<file path="config.mk">
export PLATFORM = sky130hd
export DESIGN_NAME = fec_chain_sequencer
export DESIGN_NICKNAME = d
export VERILOG_FILES = /design/src/rtl/fec_chain_sequencer.sv
export SDC_FILE = /design/constraint.sdc
export NUM_CORES = 1
export LEC_CHECK = 0
export CAP_MARGIN = 15
export CORE_ASPECT_RATIO = 1.4
export CORE_MARGIN = 2
export CORE_UTILIZATION = 53
export DETAILED_ROUTE_END_ITERATION = 12
export HOLD_SLACK_MARGIN = 0.05
export PLACE_DENSITY = 0.9
export SLEW_MARGIN = 10
export SYNTH_ARGS = -nofsm -noshare
export SYNTH_HDL_FRONTEND = slang
export SYNTH_SLANG_ARGS = --single-unit
</file>
<file path="constraint.sdc">
create_clock -name clk -period 3 [get_ports clk]
set_input_delay 0.45 -clock clk [delete_from_list [all_inputs] [get_ports clk]]
set_output_delay 0.45 -clock clk [all_outputs]
set_load 0.05 [all_outputs]
</file>
<file path="src/rtl/fec_chain_sequencer.sv">
// Frame sequencer for the FEC transmit chain: fetches FRAME_LEN words and walks each
// through encoder then modulator with four-phase handshakes, reporting done/timeout upstream.
module fec_chain_sequencer #(
  parameter int FRAME_LEN   = 8,
  parameter int TIMEOUT_CYC = 255
) (
  input  logic                               clk,
  input  logic                               rst_n,
  input  logic                               en,
  input  logic                               req,
  output logic                               ack,
  output logic                               err,
  input  logic                               buff_empty,
  output logic                               rd_en_buff,
  output logic                               req_encoder,
  input  logic                               ack_encoder,
  output logic                               en_encoder,
  output logic                               req_modulator,
  input  logic                               ack_modulator,
  output logic                               en_modulator,
  output logic [$clog2(FRAME_LEN+1)-1:0]     words_done
);

  localparam int WD_W = $clog2(FRAME_LEN + 1);
  localparam int TM_W = $clog2(TIMEOUT_CYC + 1);
  localparam logic [TM_W-1:0] TMO_LAST  = TM_W'(TIMEOUT_CYC - 1);
  localparam logic [WD_W-1:0] WORD_LAST = WD_W'(FRAME_LEN - 1);

  typedef enum logic [2:0] {
    S_IDLE, S_FETCH, S_ENC_REQ, S_ENC_REL, S_MOD_REQ, S_MOD_REL, S_DONE, S_ERR
  } state_t;

  state_t            state, state_nxt;
  logic [TM_W-1:0]   timer;
  logic              waiting;
  logic              running;
  logic              timeout;

  assign waiting = (state == S_ENC_REQ) || (state == S_ENC_REL) ||
                   (state == S_MOD_REQ) || (state == S_MOD_REL);
  assign running = waiting || (state == S_FETCH);
  assign timeout = (timer == TMO_LAST);

  always_ff @(posedge clk or negedge rst_n) begin
    if (!rst_n) begin
      state      <= S_IDLE;
      timer      <= '0;
      words_done <= '0;
    end else begin
      state <= state_nxt;
      // The timer measures dwell in one wait state, so any transition restarts it.
      if (state_nxt != state)
        timer <= '0;
      else if (waiting && !timeout)
        timer <= timer + 1'b1;
      if (state == S_IDLE && state_nxt == S_FETCH)
        words_done <= '0;
      else if (state == S_MOD_REL && (state_nxt == S_FETCH || state_nxt == S_DONE))
        words_done <= words_done + 1'b1;
    end
  end

  always_comb begin
    state_nxt = state;
    case (state)
      S_IDLE:    if (en && req) state_nxt = S_FETCH;
      S_FETCH:   if (!buff_empty) state_nxt = S_ENC_REQ;
      S_ENC_REQ: if (ack_encoder) state_nxt = S_ENC_REL;
                 else if (timeout) state_nxt = S_ERR;
      S_ENC_REL: if (!ack_encoder) state_nxt = S_MOD_REQ;
                 else if (timeout) state_nxt = S_ERR;
      S_MOD_REQ: if (ack_modulator) state_nxt = S_MOD_REL;
                 else if (timeout) state_nxt = S_ERR;
      S_MOD_REL: if (!ack_modulator) state_nxt = (words_done == WORD_LAST) ? S_DONE : S_FETCH;
                 else if (timeout) state_nxt = S_ERR;
      S_DONE:    if (!req) state_nxt = S_IDLE;
      S_ERR:     if (!req) state_nxt = S_IDLE;
      default:   state_nxt = S_IDLE;
    endcase
    // Losing enable abandons the frame silently; DONE/ERR still finish their handshake.
    if (!en && running)
      state_nxt = S_IDLE;
  end

  always_comb begin
    ack           = 1'b0;
    err           = 1'b0;
    req_encoder   = 1'b0;
    en_encoder    = 1'b0;
    req_modulator = 1'b0;
    en_modulator  = 1'b0;
    // A read is only issued when the word will actually be carried into the encoder.
    rd_en_buff    = (state == S_FETCH) && !buff_empty && en;
    case (state)
      S_ENC_REQ: begin
        req_encoder = 1'b1;
        en_encoder  = 1'b1;
      end
      S_ENC_REL: en_encoder = 1'b1;
      S_MOD_REQ: begin
        req_modulator = 1'b1;
        en_modulator  = 1'b1;
      end
      S_MOD_REL: en_modulator = 1'b1;
      S_DONE:    ack = 1'b1;
      S_ERR: begin
        ack = 1'b1;
        err = 1'b1;
      end
      default: ;
    endcase
  end

endmodule

</file>
==> results by group <==
STA
  – Worst-margin pin slew: 0.668 ns
  – Final-report max-slew violation count: 0
  – Fin crit share: 90.4%
  – Maximum clock rate: ~0.37 GHz
  – Worst Skew: 0.00698 ns
  – Minimum clock period after layout: about 2.7 ns
  – # setup viols final: 0
  – RSZ-0062 raised after global routing: no
  – Hold_ws: about 0.57 ns
  – Setup tns final: 0 ns
  – Max-slew headroom: between 50 and 60%
  – Fin. Hold Viols: 0

Logic synthesis
  – Largest family of logic cells by synthesized area: simple AND/OR/NAND/NOR gates
  – Cells after Synth: 131
  – Sequential share of the synthesized area: about a third
  – Synth Register Bits: 15
  – Number of library cell types mapped by synthesis: 45
  – Synth Area in Simple Gates: a little under 30%
  – Synth Area in Adders: under 10%
  – Ys Warns: 0
  – Synth Area in XOR/XNOR: 6.75%
  – Syn Area/Cell: between 8 and 9 sq um
  – Syn Nets: around 140
  – Synth Area in Compound Gates: between 20 and 25%
  – Synth Cell Area: ~1200 sq um
  – Mux cell area share after synthesis: 0%

Job
  – Max Cap Viol: 0

Global routing
  – Pin count of the biggest net entering global routing: 17
  – GRT Overall Usage: around a quarter
  – Grt total ovfl: 0
  – Vias in the first global route: roughly 1,100
  – First-pass GRT wire length: between 4000 and 5000 um
  – Initial antenna violation count: 0

Drt
  – Final wirelength: ~2700 um
  – Routed vias: about 1,100
  – Routed len/inst: about 16 um
  – Routed Antenna Nets: 0
  – Pre-antenna DRT Iters: 4
  – DR iter-0 viols: 31
  – Post-route DRC violation count: 0
  – Vias per cell: 6.36

Clock network
  – CTS root buf: clkbuf_4
  – Clk sinks: 15
  – Clock buffer depth: 2
  – Clock transition at the registers of the reported paths: around 0.1 ns
  – Worst-Skew Late Latency: between 0.2 and 0.3 ns
  – Post-CTS sizing: 0
  – Total CTS buffers: 3
  – Hold buffer count at cts: 0
  – Postcts setup bufs: 0
  – H-tree depth: 1
  – CTS tree: built

Critical path
  – Buf/Inv on CP: 1
  – Cell Chain, Critical Path: inv_1, a2111oi_0, a211o_1, o221a_2, xnor2_1, o211ai_1, a211oi_1
  – Worst Path Required: 3.19 ns
  – Worst stage delay on the critical path: between 0.6 and 0.7 ns
  – Critical path startpoint category: register
  – Top Family by Delay on Critical Path: compound AO/OA/AOI/OAI gates
  – CP max FO: 16
  – WP data arrival: a little under 3 ns
  – Critical path's slowest cell: dfrtp_1
  – WS Path Type: reg2reg
  – Crit path capture type: register

Die
  – Initial Util: a little over half
  – Core area: between 2000 and 2500 sq um
  – Cell Rows: 20
  – # IOs: 18
  – Die width: 43.7 um
  – Die area: about 2600 sq um
  – Die Ht: 59.6 um

Cells and area
  – Commonest cells after routing, fill and taps aside: nor2_1, clkdlybuf4s50_1, dfrtp_1
  – Nets: between 150 and 200
  – Antenna cells: 0
  – Fraction of layout cells with a size suffix above 1: 15.2%
  – P&R area growth vs syn: 17.8%
  – Post-layout util: about two thirds
  – Commonest non-fill, non-tap cell in the layout: nor2_1

Power
  – Power, Total: 438 uW
  – Power Density: around 320 nW/um^2
  – Peak supply drop: approximately 0.26 mV
  – Lkg Pwr: approximately 0.65 nW

Run status
  – Status: complete, no violations

Place
  – Gp weighted congestion: approximately 1.0
  – Port-buffer cells: 17
  – HPWL after detailed placement: approximately 2100 um

Hold path
  – Worst hold path type: in2async
-- where the power goes --
part	switching [mW]	internal, mW	leakage, nW
Combinational	0.0611	0.0404	0.431
Sequential	0.0122	0.208	0.208
Clock	0.0663	0.0506	0.0139
Total	0.140	0.299	0.652
-- cells by family (layout without fill, tap and decap cells) --
| family | count (synthesis) | in the layout |
|---|---|---|
| buffers and inverters | 9 | 29 |
| adder cells (fa/ha/maj) | 3 | 3 |
| XOR/XNOR | 9 | 9 |
| flip-flops | 15 | 15 |
| AND/OR/NAND/NOR | 60 | 60 |
| AO/OA/AOI/OAI | 35 | 35 |
-- state kept, by name, summed over array words and instances (netlist names) --
signal and flops:
state 3, words_done 4, timer 8
-- path summary, 6_finish.rpt --
| check | slack (ns) | depth (start not counted) | endpoint | startpoint |
|---|---|---|---|---|
| setup / recovery | 0.29 | 7 | timer[1] | state[0] |
| hold / removal | 0.57 | 1 | timer[7] | rst_n |
| setup reg to reg | 0.29 | 7 | timer[1] | state[0] |
| hold reg to reg | 0.58 | 2 | timer[6] | timer[6] |
| max in group asynchronous | 2.01 | 1 | state[0] | rst_n |
| min in group clk | 0.58 | 2 | timer[6] | timer[6] |
-- metal layers --
metal	wire (um)	global-route usage (%)	vias to the layer above
li1	-	-	525
met3	117	3.35	6
met1	1060	25.5	528
met2	1450	41.8	41
met4	55	13.9	0
met5	0	0	-
-- area by class of cell --
type / instances / area [sq um]
clock buffers: 3 / 22.5
fillers: 173 / 751
well taps: 22 / 27.5
inverters: 5 / 18.8
clock inverters: 1 / 7.51
repair buffers: 20 / 190
flip-flops and latches: 15 / 375
multi-input cells: 107 / 734
-- synthesized netlist by cell type (all sizes together) --
| cell | count | share of area [%] |
|---|---|---|
| a2111oi | 1 | 0.75 |
| a211o | 2 | 1.5 |
| a211oi | 1 | 0.64 |
| a21bo | 1 | 0.86 |
| a21boi | 1 | 0.64 |
| a21oi | 7 | 3.0 |
| a2bb2oi | 1 | 0.75 |
| a31oi | 3 | 1.6 |
| and2 | 4 | 2.4 |
| and2b | 1 | 0.75 |
| and3 | 4 | 2.4 |
| and4 | 1 | 0.86 |
| buf | 2 | 1.9 |
| clkbuf | 2 | 2.4 |
| dfrtp | 15 | 32 |
| ha | 3 | 3.2 |
| inv | 5 | 1.6 |
| nand2 | 9 | 2.9 |
| nand2b | 1 | 0.75 |
| nand3 | 2 | 0.86 |
| nand4 | 5 | 2.7 |
| nor2 | 21 | 7.0 |
| nor2b | 2 | 1.1 |
| nor3 | 1 | 0.43 |
| nor3b | 4 | 2.6 |
| nor4b | 2 | 2.8 |
| nor4bb | 1 | 0.86 |
| o2111a | 1 | 0.96 |
| o2111ai | 1 | 0.75 |
| o211a | 4 | 3.4 |
| o211ai | 1 | 0.64 |
| o21a | 2 | 1.3 |
| o21ai | 5 | 2.1 |
| o221a | 1 | 0.96 |
| o22ai | 1 | 0.54 |
| o31ai | 1 | 0.64 |
| o41ai | 1 | 1.4 |
| or2b | 2 | 1.4 |
| xnor2 | 5 | 3.7 |
| xor2 | 4 | 3.0 |
-- worst reg2reg max path, cell delays in order (launching register included) --
cell,delay [ns]
dfrtp_1,0.69
inv_1,0.25
a2111oi_0,0.54
a211o_1,0.20
o221a_2,0.25
xnor2_1,0.14
o211ai_1,0.30
a211oi_1,0.27
-- stage by stage --
stage | std cells | setup slack (ns) | area, sq um
after floorplan | 131 | 0.242 | 1180
after global placement | 169 | 0.253 | 1350
after detailed placement | 169 | 0.174 | 1350
after CTS | 173 | 0.323 | 1380
after global routing | 173 | 0.0985 | 1380
final | 173 | 0.288 | 1380
Note: power is estimated with default switching activity, not from simulation.
==> RTL edit, RTL diff (same settings) <==
Reset style: synchronous (`rst_n`), changed in one clocked block.
--- a/src/rtl/fec_chain_sequencer.sv
+++ b/src/rtl/fec_chain_sequencer.sv
@@ -42,5 +42,5 @@
   assign timeout = (timer == TMO_LAST);
 
-  always_ff @(posedge clk or negedge rst_n) begin
+  always_ff @(posedge clk) begin
     if (!rst_n) begin
       state      <= S_IDLE;
Formal check against the unedited RTL: differs if rst_n is asserted again (counterexample within 4 cycles, from zero or initial values and one cycle with rst_n low); with rst_n held inactive, the same outputs for 10 cycles.
==> RTL edit against the unedited design <==
Worst hold slack got worse by 0.033 ns. Worst setup slack improved by 0.013 ns. Sequential cell count unchanged. Routed wire length fell by 6.3%. Clock skew is 0.0027 ns lower. Count of clock-buffer cells in the layout stayed put. Design area fell by 7.5%. Synthesized cell count down 4.6%. Synthesized area decreased by 9.7%. Maximum frequency is 0.49% higher. Critical endpoint is now words_done[3].
Power is not compared: it rests on default switching activity, and its combinational part moved more than twofold at a synthesized area within 25%.
==> RTL edit: results (changes against the unedited design) <==
Run status: finished clean
Root Driver: clkbuf_4
CTS clk-pin slew, worst paths: 0.09 ns
WP data arrival: 2.92 ns (about the same)
1st-iter DRT viols: 32 (+3.2%)
Syn Nets: 135 (-4.3%)
Peak VDD IR: 0.242 mV
Top area cells in the synthesized netlist: dfxtp_1, nor2_1, xnor2_1
Final Skew: 0.00430 ns (-0.00269 ns)
Slowest cell delay on critical path: 0.48 ns (-0.21 ns)
Vias in the first global route: 990 (-7.4%)
Largest fanout on the critical path: 5 (-11)
H-tree levels: 1 (unchanged)
First-pass GRT wire length: 4320 um (-6.1%)
Resize count post-CTS: 0 (unchanged)
Fraction of registers with async set or reset after synthesis: 0% (-100 points)
N_diodes: 0 (unchanged)
Synth Instances: 125 (-4.6%)
Clock buffer depth: 2 (unchanged)
Post-synth top cells: dfxtp_1, nor2_1, a21oi_1, nand3_1
Clk Latency, worst-skew pair: 0.29 ns
Port bufs: 17 (unchanged)
Wire per inst: 15.2 um (-2.3%)
Aggregate global-route resource usage: 24.0% (+0.57 points)
Gr ovfl total: 0 (unchanged)
CP delay by family, top: simple AND/OR/NAND/NOR gates
Hold Path Class: reg2reg
# fillers: 163 (-5.8%)
Slowest cell on the critical path: or4_1
Vias per cell: 6.25 (-1.7%)
Library cells used by synthesis: 45 (unchanged)
Inserted Clock Buffers: 3 (unchanged)
Hpwl dp: 1940 um (-6.0%)
Largest regs: timer (8), words_done (4), state (3)
Initial antenna violation count: 0 (unchanged)
Final cell count without fillers: 166 (-4.0%)
Syn. warnings: 0 (unchanged)
Worst-Margin Slew: 0.597 ns (-0.0710 ns)
Nets: 156 (-3.7%)
RD Place Congestion: 0.948 (-4.9%)
Pleak: 0.000458 uW
Seq/Total Area, Yosys: 28.5% (-3.7 points)
Setup bufs post-CTS: 0 (unchanged)
Drt first pass iters: 4 (unchanged)
Largest net degree at the start of global routing: 18 (+1)
Share of cells above drive strength 1: 10.3% (-4.9 points)
## RTL edit: cell families (layout without fill, tap and decap cells)
kind of cell | after synthesis | in the layout | synth area share (%)
AND/OR/NAND/NOR | 60 | 60 | 35.6
XOR/XNOR | 10 | 10 | 8.30
flip-flops | 15 | 15 | 28.5
adder cells (fa/ha/maj) | 3 | 3 | 3.56
AO/OA/AOI/OAI | 27 | 27 | 17.3
multiplexers | 3 | 3 | 3.32
buffers and inverters | 7 | 27 | 3.44
## RTL edit: per-stage QoR
| stage | setup WS, ns | cell area [um2] | utilization (%) | total power (uW) | hold slack, ns |
|---|---|---|---|---|---|
| after floorplan | 0.204 | 1050 | - | 215 | 0.508 |
| after global placement | 0.146 | 1240 | 64.7 | 230 | 0.513 |
| after detailed placement | 0.0319 | 1240 | 64.7 | 231 | 0.523 |
| after CTS | 0.316 | 1270 | 66.1 | 346 | 0.535 |
| after global routing | 0.154 | 1270 | 66.1 | 355 | 0.557 |
| final | 0.301 | 1270 | 66.1 | 342 | 0.532 |
## RTL edit: final cells by class
cell class / instances / share of cell area, %
Clock buffer: 3 / 1.77
Multi-Input combinational cell: 103 / 56.4
Clock inverter: 1 / 0.393
Tap cell: 21 / 2.06
Inverter: 4 / 1.18
Sequential cell: 15 / 23.6
Timing Repair Buffer: 19 / 14.6
## RTL edit: path summary, 6_finish.rpt
kind                      start       endpoint  slack (ns)  cells past startpoint
hold reg to reg   words_done[3]  words_done[3]        0.53                      2
setup reg to reg  words_done[0]  words_done[3]        0.30                      8
hold / removal    words_done[3]  words_done[3]        0.53                      2
setup / recovery  words_done[0]  words_done[3]        0.30                      8
## RTL edit: tightest hold or removal path: stages (launching register included)
cell     delay (ns)
dfxtp_1        0.35
o31ai_1        0.07
a21oi_1        0.06
## RTL edit: routing by layer
metal	GRT usage (%)	routed length, um	vias up
li1	-	-	507
met1	25.1	1010	486
met2	41.3	1300	34
met3	4.18	102	11
met4	18.4	104	0
met5	0	0	-
## RTL edit: report_power, final
part	switching (uW)	internal (uW)
logic	14.3	13.4
clock network	65.5	49.6
registers	0.588	199
